`src/rtl/fhe_op_issue_queue_pkg.sv`:
```
// fhe_op_issue_queue_pkg: shared FHE op types and issue FSM states
package fhe_op_issue_queue_pkg;
  localparam int REG_IDX_W = 5;
  typedef enum logic [2:0] {NO_OP, OP_CT_CT_ADD, OP_CT_PT_ADD, OP_CT_PT_MUL, OP_CT_CT_MUL} mode_t;
  typedef logic [REG_IDX_W-1:0] reg_idx_t;
  typedef struct packed {
    mode_t    mode;
    reg_idx_t idx1_a;
    reg_idx_t idx1_b;
    reg_idx_t idx2_a;
    reg_idx_t idx2_b;
    reg_idx_t out_a;
    reg_idx_t out_b;
  } operation;
  typedef enum logic [1:0] {IDLE, ISSUE, WAIT} issue_state_t;
endpackage

```
`src/rtl/fhe_op_issue_queue_op_fifo.sv`:
```
// op_fifo: power-of-two FIFO with wrap-bit pointers and synchronous flush
module op_fifo
  import fhe_op_issue_queue_pkg::*;
#(
  parameter int  DEPTH = 8,
  parameter type T     = operation
) (
  input  logic                   clk,
  input  logic                   reset_n,
  input  logic                   push,
  input  logic                   pop,
  input  logic                   flush,
  input  T                       din,
  output T                       dout,
  output logic                   full,
  output logic                   empty,
  output logic [$clog2(DEPTH):0] count
);
  localparam int AW = $clog2(DEPTH);
  T mem [DEPTH];
  logic [AW:0] wr_ptr, rd_ptr;
  assign full  = (wr_ptr[AW] != rd_ptr[AW]) && (wr_ptr[AW-1:0] == rd_ptr[AW-1:0]);
  assign empty = wr_ptr == rd_ptr;
  assign count = wr_ptr - rd_ptr;
  assign dout  = mem[rd_ptr[AW-1:0]];
  always_ff @(posedge clk or negedge reset_n)
    if (!reset_n) begin
      wr_ptr <= '0;
      rd_ptr <= '0;
    end else if (flush) begin
      wr_ptr <= '0;
      rd_ptr <= '0;
    end else begin
      if (push && !full) wr_ptr <= wr_ptr + 1'b1;
      if (pop && !empty) rd_ptr <= rd_ptr + 1'b1;
    end
  always_ff @(posedge clk)
    if (push && !full && !flush) mem[wr_ptr[AW-1:0]] <= din;
endmodule

```
`src/rtl/fhe_op_issue_queue.sv`:
```
// fhe_op_issue_queue: buffers FHE ops and issues them one at a time to the cpu with timeout
module fhe_op_issue_queue
  import fhe_op_issue_queue_pkg::*;
#(
  parameter int DEPTH          = 8,
  parameter int TIMEOUT_CYCLES = 500,
  parameter int CNT_W          = 16
) (
  input  logic                   clk,
  input  logic                   reset_n,
  input  logic                   in_valid,
  input  operation               in_op,
  output logic                   in_ready,
  input  logic                   flush,
  output operation               cpu_op,
  input  logic                   cpu_done,
  output logic                   busy,
  output logic [$clog2(DEPTH):0] count,
  output logic [CNT_W-1:0]       retired_cnt,
  output logic                   timeout_err,
  input  logic                   err_clear
);
  localparam int TW = $clog2(TIMEOUT_CYCLES + 1);
  issue_state_t state;
  logic [TW-1:0] tmr;
  operation head;
  logic full, empty, expire, retire, pop;
  assign in_ready = !full && !flush;
  assign expire   = state == WAIT && tmr == TW'(TIMEOUT_CYCLES - 1);
  assign retire   = state == WAIT && (cpu_done || expire);
  // a flushed queue has nothing to hand over, so flush also blocks the pop
  assign pop      = !empty && !flush && (state == IDLE || retire);
  assign busy     = state != IDLE || !empty;
  op_fifo #(.DEPTH(DEPTH), .T(operation)) u_fifo (
    .clk   (clk),
    .reset_n(reset_n),
    .push  (in_valid && in_ready && in_op.mode != NO_OP),
    .pop   (pop),
    .flush (flush),
    .din   (in_op),
    .dout  (head),
    .full  (full),
    .empty (empty),
    .count (count)
  );
  always_ff @(posedge clk or negedge reset_n)
    if (!reset_n) begin
      state       <= IDLE;
      cpu_op      <= '0;
      tmr         <= '0;
      retired_cnt <= '0;
      timeout_err <= 1'b0;
    end else begin
      if (err_clear) timeout_err <= 1'b0;
      if (expire && !cpu_done) timeout_err <= 1'b1;
      if (retire) retired_cnt <= retired_cnt + 1'b1;
      case (state)
        IDLE: if (pop) begin
          cpu_op <= head;
          state  <= ISSUE;
        end
        ISSUE: begin
          cpu_op.mode <= NO_OP;
          tmr         <= '0;
          state       <= WAIT;
        end
        WAIT: begin
          tmr <= tmr + 1'b1;
          if (pop) begin
            cpu_op <= head;
            state  <= ISSUE;
          end else if (retire) state <= IDLE;
        end
        default: state <= IDLE;
      endcase
    end
endmodule

```
`config.mk`:
```
export PLATFORM = sky130hd
export DESIGN_NAME = fhe_op_issue_queue
export DESIGN_NICKNAME = d
export VERILOG_FILES = /design/src/rtl/fhe_op_issue_queue_pkg.sv /design/src/rtl/fhe_op_issue_queue_op_fifo.sv /design/src/rtl/fhe_op_issue_queue.sv
export SDC_FILE = /design/constraint.sdc
export NUM_CORES = 1
export LEC_CHECK = 0
export ABC_AREA = 1
export BUFFER_PORTS_ARGS = -buffer_cell sky130_fd_sc_hd__buf_2
export CORE_MARGIN = 4
export CORE_UTILIZATION = 24
export CTS_CLUSTER_DIAMETER = 30
export DETAILED_ROUTE_END_ITERATION = 6
export MAX_ROUTING_LAYER = met4
export SLEW_MARGIN = 20
export SYNTH_ARGS = -nofsm -noshare
export SYNTH_HDL_FRONTEND = slang
export SYNTH_SLANG_ARGS = --single-unit
```
`constraint.sdc`:
```
create_clock -name clk -period 7.5 [get_ports clk]
set_input_delay 1.5 -clock clk [delete_from_list [all_inputs] [get_ports clk]]
set_output_delay 1.5 -clock clk [all_outputs]
set_load 0.01 [all_outputs]
```
Word level (Yosys, flattened, before mapping)
Memories as Yosys holds them, arrays and structs flattened. Index checks and enable logic that the tools add are counted.

Add/sub/neg operators: 5. Equal/unequal tests: 9. Mux-type cells: 15. Reduce and logical (&&, ||, !) cells: 31.

Operator list (number): $mux 33 (1); $pmux 9 s2 (1); $add 16x1->16 const B (1); $mux 4 (4); $logic_and 1x1->1 (12); $reduce_bool 2->1 (6); $add 9x1->9 const B (1); $eq 9x9->1 const B (1); $add 4x1->4 const B (2); $mux 2 (3); $pmux 2 s3 (1); $pmux 3 s2 (1); $reduce_and 2->1 (3); $eq 4x4->1 (1); $logic_not 1->1 (4); $mux 1 (4); $ne 2x1->1 const B (2); $sub 4x4->4 (1); $eq 3x3->1 (1); $logic_or 1x1->1 (3); $ne 3x2->1 const B (1); $reduce_bool 3->1 (1); $eq 2x1->1 const B (1); $eq 2x2->1 const B (1); 3 further kinds (3).

Bits in registers: 69. RAM bits: 264. Output and inout bits: 56. Word-level logic and storage cells: 74. Memories: 1.

Memory list: u_fifo.mem (words 8, width 33, read ports 1, clocked after Yosys merged registers in 0, wr ports 1, RTL line fhe_op_issue_queue_op_fifo.sv:20) `T mem [DEPTH];`.

Longest topological paths before layout
Word-level depth: 10. Depth in mapped cells: 13. Gate-level depth less buffers: 12.

By module
From an unflattened synthesis, not the netlist that was laid out.

Cell total of the unflattened synthesis: 1334. Area total of the unflattened synthesis: 14078.5 um^2.

By module, submodules not included: op_fifo (times used 1, cells an instance 983, area an instance 11194.5 um^2); fhe_op_issue_queue (times used 1, cells an instance 351, area an instance 2884.0 um^2).

Least setup slack after synthesis
OpenSTA, ideal clock, no wires.

Kind: input -> register. Start point: in flush. End point: mem u_fifo.mem[6][0] (netlist bit), enable pin. Arrival time: 4416 ps. Setup slack: 2620 ps. Stages on the path: 5. Buffers on the path: 0. Path through: a21oi_1 nand2_1 inv_1 nand2_1 nor3_1.

Longest elaborated chain between the ends: 8.

RTL lines: start, declared (RTL line fhe_op_issue_queue.sv:14) `input logic flush,`; $logic_not 1->1 (*) (RTL line fhe_op_issue_queue_op_fifo.sv:38, fhe_op_issue_queue.sv:28); $logic_and 1x1->1 (RTL line fhe_op_issue_queue.sv:28) `assign in_ready = !full && !flush;`; $logic_and 1x1->1 (2 in a row) (RTL line fhe_op_issue_queue.sv:37) `.push (in_valid && in_ready && in_op.mode != NO_OP),`; $logic_and 1x1->1 (RTL line fhe_op_issue_queue_op_fifo.sv:38) `if (push && !full && !flush) mem[wr_ptr[AW-1:0]] <= din;`; $logic_and 1x1->1 (*) (RTL line fhe_op_issue_queue_op_fifo.sv:38); $mux 1 (*) (RTL line fhe_op_issue_queue_op_fifo.sv:38); $mux 1 (not written as such) (*) (RTL line fhe_op_issue_queue_op_fifo.sv:38); end, declared (RTL line fhe_op_issue_queue_op_fifo.sv:20).

Mark *: on every way between the ends. The rest lies on a longest branch, timed or not.

Worst setup path in the final report
Start point: reg u_fifo.rd_ptr[0]. End point: out in_ready.

Longest elaborated chain between the ends: 4.

RTL lines: start, declared (RTL line fhe_op_issue_queue_op_fifo.sv:21) `logic [AW:0] wr_ptr, rd_ptr;`; start signal, assigned (RTL line fhe_op_issue_queue_op_fifo.sv:35) `if (pop && !empty) rd_ptr <= rd_ptr + 1'b1;`; $eq 3x3->1 (RTL line fhe_op_issue_queue_op_fifo.sv:22) `assign full = (wr_ptr[AW] != rd_ptr[AW]) && (wr_ptr[AW-1:0] == rd_ptr[AW-1:0]);`; $logic_and 1x1->1 (RTL line fhe_op_issue_queue_op_fifo.sv:22); $logic_not 1->1 (RTL line fhe_op_issue_queue.sv:28); $logic_and 1x1->1 (RTL line fhe_op_issue_queue.sv:28); end, declared (RTL line fhe_op_issue_queue.sv:13) `output logic in_ready,`.

No other way between the ends.

==> results.txt <==
Hold Crit Depth = 2
number of port buffers = 94
placed inst area = 14800 µm²
fill cell count = 5539
grt total ovfl = 0
DR vias = 8980
P per Cell Area = 370 nW/µm²
final count of negative-setup-slack endpoints = 0
post-CTS sizing = 0
final hold vios = 0
Mean Syn Cell Area = 11.8 µm²
largest family of logic cells by synthesized area = simple AND/OR/NAND/NOR gates
Die H = 245 µm
crit-path max FO = 95
Setup crit start kind = register
layout cells sized above 1 = 18.1%
r2r setup slk = 3.60 ns
Area Growth Syn to Fin = 26.8%
Final Instance Area = 17200 µm²
f_max = 233 MHz
XOR/XNOR Fraction of Synth Area = 1.48%
Core Region = 55400 µm²
Setup crit end kind = primary output
Syn Inst Count = 1151
Remaining DRCs = 0
Post-synth EDFFs = 264
Post-Synth Adder-Cell Area = 1.16%
CTS tree = yes
YS warnings = 0
count of hold-fix buffers inserted at cts = 0
Synth cell types = 35
Sink Count = 333
largest net degree at the start of global routing = 96
FF-to-FF Start = u_fifo.rd_ptr[0]$_DFFE_PN0P_
maximum level of the CTS H-tree = 3
Die ar. = 60300 µm²
fin crit period = 4.29 ns
CP required = 6.00 ns
RR Endpoint = u_fifo.mem[2][32]$_DFFE_PP_
setup TNS = 0 ns
status = completed
initial antenna violation count = 2
Post-Route WL = 33.6 mm
Worst Max-Slew Pin Slew = 1.11 ns
crit path DAT = 2.79 ns
vias in the first global route = 9032
largest cells by area after synthesis = edfxtp_1 59%, dfrtp_1 13%, nand2_1 6.6%
clock skew = 0.0492 ns
Die Wd = 245 µm
TritonCTS buffer count = 68
Netlist Area Pre-Place = 13500 µm²
aggregate global-route resource usage = 11.3%
critical path class = register to primary output
Top FF cell, synth = edfxtp_1
Detailed Routing Iterations Pass 1 = 5
num rows = 86
slew margin rel. = 26.2%
I/O Pins = 95
postcts setup bufs = 0
Seq/Total Area, Yosys = 71.3%
r2r worst-path depth = 8
nets = 1325
clk slew on worst S/H paths = 0.05 ns
Starting Density = 24.4%
Hold Path Sink = cpu_op[0]$_DFFE_PN0P_
routed len/inst = 16.2 µm
HP Start = cpu_op[0]$_DFFE_PN0P_
FFs w/ async S/R, synth = 20.7%
area leader, netlist = edfxtp_1
VDD IR-drop max = 0.194 mV
clk root buf = clkbuf_16
share of the synthesized area in the top cell type = 58.6%
RSZ-0062 raised after global routing = false
worst hold-check path type = register to register
mux contribution to synthesized area = 0%
Syn Nets = 1202
Pins Over Slew Limit = 0
via/cell ratio = 4.32
clk buf depth = 3
Synth Area in Compound Gates = 7.64%
crit share post-route = 57.2%
Max Cap Viol = 0
Final HPWL DP = 19.8 mm
Yosys reg bits = 333
GP Congestion = 0.808
clock latency on the worst-skew pair = 0.57 ns
ANT nets after route = 0
First DRT Iteration DRCs = 692
Synth Area in Simple Gates = 15.2%
first-pass GRT wire length = 52.1 mm
Static Leak = 6.53 nW
[flip-flops by register name (all words and copies together), names as in the netlist]
| register | flops |
|---|---|
| cpu_op | 33 |
| retired_cnt | 16 |
| state | 2 |
| timeout_err | 1 |
| tmr | 9 |
| u_fifo.mem | 264 |
| u_fifo.rd_ptr | 4 |
| u_fifo.wr_ptr | 4 |
[Yosys cell counts, types with 11 or more instances]
| library cell | count |
|---|---|
| edfxtp_1 | 264 |
| nand2_1 | 237 |
| nor2_1 | 192 |
| o21ai_0 | 102 |
| dfrtp_1 | 69 |
| nand3_1 | 61 |
| o211ai_1 | 32 |
| inv_1 | 31 |
| clkbuf_1 | 27 |
| a31oi_1 | 17 |
| buf_2 | 15 |
| o21ai_1 | 15 |
| xor2_1 | 12 |
| ha_1 | 11 |
[worst max-delay path, cell delays in order, from the launching register on]
cell and delay (ns):
dfrtp_4 1.16, ha_1 0.38, inv_1 0.07, nor2_1 0.07, a21oi_1 0.31, buf_2 0.23
[area by class of cell]
| cell class | count | area (µm²) | share of cell area, % |
|---|---|---|---|
| inverters | 36 | 138 | 0.802 |
| diodes | 1 | 2.50 | 0.0146 |
| multi-input cells | 727 | 3510 | 20.5 |
| repair buffers | 108 | 667 | 3.89 |
| well taps | 748 | 936 | 5.45 |
| clock inverters | 42 | 428 | 2.49 |
| flip-flops and latches | 333 | 9660 | 56.3 |
| clock buffers | 83 | 1820 | 10.6 |
[worst max path at each step]
stage / end / start / slack [ns]
detailed placement: u_fifo.mem[0][2]$_DFFE_PP_ / in_op[32] / 3.42
global route: in_ready / u_fifo.rd_ptr[0]$_DFFE_PN0P_ / 3.06
CTS: in_ready / u_fifo.rd_ptr[0]$_DFFE_PN0P_ / 3.23
floorplan: u_fifo.mem[6][0]$_DFFE_PP_ / flush / 2.62
global placement: u_fifo.mem[0][5]$_DFFE_PP_ / in_op[32] / 3.53
finish: in_ready / u_fifo.rd_ptr[0]$_DFFE_PN0P_ / 3.21
[per-layer routing]
| metal | GRT usage, % | vias up | wire, µm |
|---|---|---|---|
| li1 | - | 4276 | - |
| met1 | 14.8 | 4381 | 15300 |
| met2 | 17.4 | 264 | 15200 |
| met3 | 2.75 | 59 | 2240 |
| met4 | 3.49 | 0 | 779 |
| met5 | - | - | 0 |
[report_power, final]
| part | switching [mW] | internal (mW) | total, mW |
|---|---|---|---|
| sequential | 0.170 | 2.14 | 2.31 |
| combinational | 0.799 | 0.381 | 1.18 |
| clock | 1.01 | 1.85 | 2.86 |
[cell families after synthesis]
group	count (synthesis)
simple gates	511
flops	333
compound gates	182
buf+inv	91
xor+xnor	22
fa+ha+maj	12
[cell usage in the layout (no fill, tap or decap), types with 2 or more instances in the layout]
cell type | Yosys | final
nand3_1 | 61 | 61
nor3b_1 | 5 | 5
o22ai_1 | 4 | 4
clkbuf_8 | 0 | 6
ha_1 | 11 | 11
edfxtp_1 | 264 | 264
dfrtp_1 | 69 | 68
nand2_2 | 2 | 2
clkbuf_1 | 27 | 9
nor3_1 | 8 | 7
xnor2_1 | 9 | 9
buf_16 | 0 | 3
nor2_1 | 192 | 185
clkinv_16 | 0 | 2
a21oi_1 | 9 | 9
buf_4 | 4 | 9
bufinv_16 | 0 | 3
nand2_1 | 237 | 237
o21ai_0 | 102 | 102
buf_12 | 0 | 2
clkinv_4 | 0 | 4
clkbuf_16 | 0 | 68
clkinv_1 | 2 | 7
inv_1 | 31 | 31
nor2_4 | 1 | 8
clkinvlp_4 | 0 | 12
buf_2 | 15 | 93
nand2_4 | 2 | 2
o211ai_1 | 32 | 32
inv_8 | 0 | 2
a31oi_1 | 17 | 17
o21ai_1 | 15 | 15
xor2_1 | 12 | 12
inv_6 | 0 | 5
clkinv_8 | 0 | 2
inv_2 | 3 | 2
clkinv_2 | 0 | 7
[per-stage QoR]
stage / power (mW) / std cells / worst slack, ns / utilization, % / hold slack (ns)
floorplan: 3.11 / 1151 / 2.62 / - / 0.490
global placement: 3.51 / 1947 / 3.53 / 26.7 / 0.461
detailed placement: 3.54 / 1947 / 3.42 / 26.7 / 0.460
CTS: 6.43 / 2072 / 3.23 / 30.7 / 0.483
global route: 6.69 / 2078 / 3.06 / 31.0 / 0.506
finish: 6.35 / 2078 / 3.21 / 31.0 / 0.480
No activity file was read; power rests on OpenSTA's default activity.
